### config.mk
export PLATFORM = sky130hd
export DESIGN_NAME = imm_gen_pipe
export DESIGN_NICKNAME = d
export VERILOG_FILES = /design/src/rtl/imm_gen_pkg.sv /design/src/rtl/imm_skid_buf.sv /design/src/rtl/imm_gen_pipe.sv
export SDC_FILE = /design/constraint.sdc
export NUM_CORES = 1
export LEC_CHECK = 0
export BUFFER_PORTS_ARGS = -buffer_cell sky130_fd_sc_hd__buf_2
export CAP_MARGIN = 25
export CORE_AREA = 2 2 102 104
export DETAILED_ROUTE_END_ITERATION = 16
export DIE_AREA = 0 0 104 106
export PLACE_DENSITY = 0.53
export REMOVE_ABC_BUFFERS = 1
export SYNTH_ARGS = -nofsm -noshare
export SYNTH_HDL_FRONTEND = slang
export SYNTH_SLANG_ARGS = --single-unit
### constraint.sdc
create_clock -name clk -period 2.6 [get_ports clk]
set_input_delay 0.26 -clock clk [delete_from_list [all_inputs] [get_ports clk]]
set_output_delay 0.26 -clock clk [all_outputs]
set_load 0.005 [all_outputs]
### src/rtl/imm_gen_pkg.sv
// Shared types and the immediate decode function for the pipelined immediate generator.
// The decode always produces 64 bits; 32-bit datapaths truncate the sign-extended result.
package imm_gen_pkg;

    typedef enum logic [2:0] {
        IMM_I     = 3'b000,
        IMM_S     = 3'b001,
        IMM_U     = 3'b010,
        IMM_ZIMM  = 3'b011,
        IMM_SHAMT = 3'b100,
        IMM_B     = 3'b101,
        IMM_J     = 3'b110,
        IMM_ILL   = 3'b111
    } imm_src_e;

    typedef enum logic [1:0] {
        ST_EMPTY = 2'd0,
        ST_ONE   = 2'd1,
        ST_TWO   = 2'd2
    } skid_state_e;

    // instr[k] is instruction bit k+7; rv64 widens the shift amount to 6 bits
    function automatic logic [63:0] imm_decode(input logic [24:0] instr,
                                               input imm_src_e   src,
                                               input logic       rv64);
        logic [63:0] imm;
        imm = '0;
        case (src)
            IMM_I:     imm = {{52{instr[24]}}, instr[24:13]};
            IMM_S:     imm = {{52{instr[24]}}, instr[24:18], instr[4:0]};
            IMM_B:     imm = {{51{instr[24]}}, instr[24], instr[0], instr[23:18], instr[4:1], 1'b0};
            IMM_U:     imm = {{32{instr[24]}}, instr[24:5], 12'b0};
            IMM_J:     imm = {{43{instr[24]}}, instr[24], instr[12:5], instr[13], instr[23:14], 1'b0};
            IMM_ZIMM:  imm = {59'b0, instr[12:8]};
            IMM_SHAMT: imm = rv64 ? {58'b0, instr[18:13]} : {59'b0, instr[17:13]};
            default:   imm = '0;
        endcase
        return imm;
    endfunction

endpackage

### src/rtl/imm_skid_buf.sv
// Generic two-entry skid buffer: a main register driving the outputs plus one skid entry.
// Ready is decoded from the state register only, so there is no path from i_ready to o_ready.
//
// state    | meaning
// ST_EMPTY | nothing held, o_valid=0
// ST_ONE   | main entry valid
// ST_TWO   | main and skid valid, upstream stalled
module imm_skid_buf
    import imm_gen_pkg::*;
#(
    parameter int W = 33
) (
    input  logic         i_clk,
    input  logic         i_rst,
    input  logic         i_valid,
    output logic         o_ready,
    input  logic [W-1:0] i_data,
    output logic         o_valid,
    input  logic         i_ready,
    output logic [W-1:0] o_data
);

    skid_state_e r_state;
    skid_state_e w_state_nxt;
    logic [W-1:0] r_main;
    logic [W-1:0] r_skid;
    logic w_accept;
    logic w_pop;
    logic w_ld_main_in;
    logic w_ld_main_skid;
    logic w_ld_skid;

    assign w_accept = i_valid && o_ready;
    assign w_pop    = o_valid && i_ready;
    assign o_data   = r_main;

    always_ff @(posedge i_clk or posedge i_rst) begin
        if (i_rst) r_state <= ST_EMPTY;
        else       r_state <= w_state_nxt;
    end

    always_comb begin
        w_state_nxt = r_state;
        case (r_state)
            ST_EMPTY: if (w_accept) w_state_nxt = ST_ONE;
            ST_ONE: begin
                if (w_accept && !w_pop)      w_state_nxt = ST_TWO;
                else if (!w_accept && w_pop) w_state_nxt = ST_EMPTY;
            end
            ST_TWO:   if (w_pop) w_state_nxt = ST_ONE;
            default:  w_state_nxt = ST_EMPTY;
        endcase
    end

    always_comb begin
        o_valid        = (r_state != ST_EMPTY);
        o_ready        = (r_state != ST_TWO);
        w_ld_main_in   = 1'b0;
        w_ld_main_skid = 1'b0;
        w_ld_skid      = 1'b0;
        case (r_state)
            ST_EMPTY: w_ld_main_in = w_accept;
            ST_ONE: begin
                w_ld_main_in = w_accept && w_pop;
                w_ld_skid    = w_accept && !w_pop;
            end
            ST_TWO:   w_ld_main_skid = w_pop;
            default: ;
        endcase
    end

    always_ff @(posedge i_clk or posedge i_rst) begin
        if (i_rst) begin
            r_main <= '0;
            r_skid <= '0;
        end else begin
            if (w_ld_main_in)        r_main <= i_data;
            else if (w_ld_main_skid) r_main <= r_skid;
            if (w_ld_skid)           r_skid <= i_data;
        end
    end

endmodule

### src/rtl/imm_gen_pipe.sv
// Pipelined immediate generator: decode on the input side, registered through a skid buffer.
// Optional transfer/error counters are enabled with IMM_GEN_STATS_EN.
module imm_gen_pipe
    import imm_gen_pkg::*;
#(
    parameter int XLEN = 32
) (
    input  logic            clk,
    input  logic            rst,
    input  logic            in_valid,
    output logic            in_ready,
    input  logic [24:0]     instr,
    input  logic [2:0]      imm_src,
    output logic            out_valid,
    input  logic            out_ready,
    output logic [XLEN-1:0] imm_ext,
    output logic            fmt_err
`ifdef IMM_GEN_STATS_EN
    ,
    output logic [31:0]     stat_xfers,
    output logic [15:0]     stat_errs
`endif
);

    localparam int SHW = (XLEN == 64) ? 6 : 5;

    if (XLEN != 32 && XLEN != 64) begin : g_bad_xlen
        $error("imm_gen_pipe: XLEN must be 32 or 64");
    end

    imm_src_e        w_src;
    logic [XLEN-1:0] w_imm;
    logic            w_err;
    logic [XLEN:0]   w_out_data;

    assign w_src = imm_src_e'(imm_src);
    assign w_imm = XLEN'(imm_decode(instr, w_src, SHW == 6));
    assign w_err = (w_src == IMM_ILL);

    imm_skid_buf #(
        .W(XLEN + 1)
    ) u_skid (
        .i_clk   (clk),
        .i_rst   (rst),
        .i_valid (in_valid),
        .o_ready (in_ready),
        .i_data  ({w_err, w_imm}),
        .o_valid (out_valid),
        .i_ready (out_ready),
        .o_data  (w_out_data)
    );

    assign imm_ext = w_out_data[XLEN-1:0];
    assign fmt_err = w_out_data[XLEN];

`ifdef IMM_GEN_STATS_EN
    logic        w_out_xfer;
    logic [31:0] r_stat_xfers;
    logic [15:0] r_stat_errs;

    assign w_out_xfer = out_valid && out_ready;

    always_ff @(posedge clk or posedge rst) begin
        if (rst) begin
            r_stat_xfers <= '0;
            r_stat_errs  <= '0;
        end else if (w_out_xfer) begin
            if (r_stat_xfers != '1)           r_stat_xfers <= r_stat_xfers + 32'd1;
            if (fmt_err && r_stat_errs != '1) r_stat_errs  <= r_stat_errs + 16'd1;
        end
    end

    assign stat_xfers = r_stat_xfers;
    assign stat_errs  = r_stat_errs;
`endif

endmodule

==> impl_metrics.csv <==
group,metric,value,unit
placement,gp_congestion,0.7421,
cells_and_area,stdcell_area,4039,um2
sta,relSlewSlack,49.28,%
setup_path,cp_max_fo,42,
route,vias,2735,
cts,cts_tree,"built",
placement,port_buffers,66,
cts,clk_latency,0.34,ns
cts,cts_hold_buf,0,
route,via_per_inst,5.131,
synthesis,synthArstFlopShare,100.0,%
route,route.detailed.drc,0,
synthesis,synth_top_area_share,50.24,%
route,wire_per_inst,16.54,um
min_path,hold_path_class,"in -> async",
pwr,pwr_density_cell,814.8,nW/um2
setup_path,r2r_cells,3,
synthesis,yosysWarnings,0,
pwr,leakagePower,0.001878,uW
global_route,grt_usage,16.55,%
sta,maxSlewViolCount,0,
sta,totalNegativeSetupSlack,0,ns
sta,rsz0062_at_grt,"false",
setup_path,r2r-start,"u_skid.r_state[1]",
sta,worst_clock_skew,0.01087,ns
floorplanning,die_area,11020,um2
synthesis,yosysUniqueCellTypes,39,
floorplanning,die_w,104,um
sta,period_share,73.17,%
pwr,p_total,3291,uW
synthesis,ys_ff_latch,68,
floorplanning,rows,37,
setup_path,r2r_slack,0.70,ns
setup_path,criticalPathCategory,"reg -> reg",
floorplanning,ioPinCount,67,
route,ant_nets,0,
setup_path,reg2reg_to,"u_skid.r_skid[6]",
route,drt_iter0_drc,153,
route,first_pass_iters,4,
global_route,grt_pass1_vias,2750,
cells_and_area,final_cell_count_no_fill,533,
cts,clk_pin_slew,0.07,ns
cts,cts_htree_levels,3,
synthesis,syn_avg_cell_area,10.02,um2
synthesis,syn_inst,338,
synthesis,yosysTopAreaCell,"dfrtp_1",
placement,place_hpwl,5860,um
cells_and_area,drive_above_1_share,28.72,%
cells_and_area,areaGrowthSynthToFinish,19.25,%
floorplanning,start_util,33.87,%
setup_path,cp-endpoint,"u_skid.r_skid[6]",
cells_and_area,post-route-util,40.39,%
sta,setup_viol,0,
cts,post_cts_buffers,0,
cells_and_area,n_antenna_cell,0,
setup_path,cp_data_required_time,2.84,ns
sta,max_clock_freq,525.7,MHz
cts,clk_path_buf_depth,2,
synthesis,ys_seq_area_share,50.24,%
global_route,overflow,0,
cells_and_area,fillers,1032,
placement,place_area,3807,um2
floorplanning,die_h,106,um
route,wirelength,8816,um
run_status,status,"completed",
cells_and_area,nNetsFinal,424,
run,drv_cap,0,
pwr,irDropWorstVdd,0.2836,mV
synthesis,synth_area_leaders,"dfrtp_1 50%, nand2_1 7.1%, o221ai_1 6.2%",
placement,dp.cells,517,
cts,cts_buffers,9,
sta,tightest_slew,0.7597,ns
synthesis,synth_ff_type,"dfrtp_1",
global_route,grt_max_degree,43,
cts,ctsResizeCount,0,
sta,final-hold-violation-count,0,
global_route,antenna_found_initial,0,
setup_path,arrival,2.14,ns
floorplanning,placeableCoreArea,10000,um2
synthesis,syn_area,3387,um2
cts,root_buffer,"clkbuf_8",
global_route,grt_pass1_wl,14410,um
synthesis,synth_edf_count,0,
setup_path,start_kind,"register",
setup_path,critPathLaunch,"u_skid.r_state[1]",
sta,finalWorstPathRequiredPeriod,1.902,ns
setup_path,end_kind,"register",
cts,numClockSinks,68,
==> kinds of logic after synthesis <==
kind of cell              share of synthesized area (%)
AOI/OAI and AO/OA                                 21.94
and+or+nand+nor                                   12.12
DFF                                               50.24
buffers and inverters                             8.644
muxes                                             6.797
xor gates and xnor gates                         0.2586
==> synth_stat cells, types with 4 or more instances <==
cell type / n
a22oi_1: 19
o31ai_1: 6
o221ai_1: 24
mux2_2: 16
o211ai_1: 6
buf_2: 14
a222oi_1: 4
mux2i_1: 5
nor2b_1: 4
nand2_1: 64
nand2b_1: 4
o21ai_0: 26
inv_1: 32
clkbuf_1: 10
dfrtp_1: 68
==> worst max-delay path, cell delays in order, from the launching register on <==
cell       delay (ns)
dfrtp_1          0.45
nand4bb_2        0.70
buf_12           0.42
o31ai_1          0.23
==> how the worst min path moves through the flow <==
stage / depth (start not counted) / end
after floorplan: 1 / u_skid.r_state[1]
after global placement: 2 / u_skid.r_skid[32]
after detailed placement: 2 / u_skid.o_data[32]
after CTS: 2 / u_skid.o_data[8]
after global routing: 2 / u_skid.o_data[8]
final: 2 / u_skid.o_data[32]
==> where the power goes <==
group	internal (uW)	total (uW)	switching, uW	leakage, uW
registers	1350	1510	165	0.000880
clock network	635	1040	402	0.000117
logic	341	739	398	0.000880
==> flip-flops by register name (all words and copies together), names as in the netlist <==
name / count
u_skid.o_data: 33
u_skid.r_skid: 33
u_skid.r_state: 2
==> metal layers <==
layer,vias up,track usage (%),part of all wire [%]
li1,1314,-,-
met1,1347,23.20,49
met2,70,25.94,46
met3,4,2.636,4.4
met4,0,6.081,0.57
met5,-,0,0
==> cell usage in the layout (no fill, tap or decap), types with 3 or more instances in the layout <==
cell type and count:
o31ai_1 6, o311ai_1 3, bufinv_16 3, clkbuf_8 9, mux2i_1 5, nand2_1 64
a22oi_1 19, o311ai_2 3, mux2_2 16, a222oi_1 4, nor2b_1 4, inv_1 31
o21ai_0 26, nand2b_1 4, buf_4 7, dfrtp_1 68, buf_2 66, o221ai_1 24
o211ai_1 6
==> final cells by class <==
type	count	area [um2]	area share (%)
Timing Repair Buffer	75	417.9	10.35
Inverter	32	120.1	2.974
Clock inverter	5	100.1	2.478
Tap cell	136	170.2	4.213
Sequential cell	68	1702	42.13
Multi-Input combinational cell	206	1398	34.60
Clock buffer	11	131.4	3.253
==> stage by stage <==
step	hold WS [ns]	worst slack (ns)
2_1_floorplan	0.3231	0.03030
3_3_place_gp	0.4506	0.4237
3_5_place_dp	0.4516	0.6971
4_1_cts	0.08138	0.6806
5_1_grt	0.1258	0.5416
6_report	0.04567	0.6976
No activity file was read; power rests on OpenSTA's default activity.
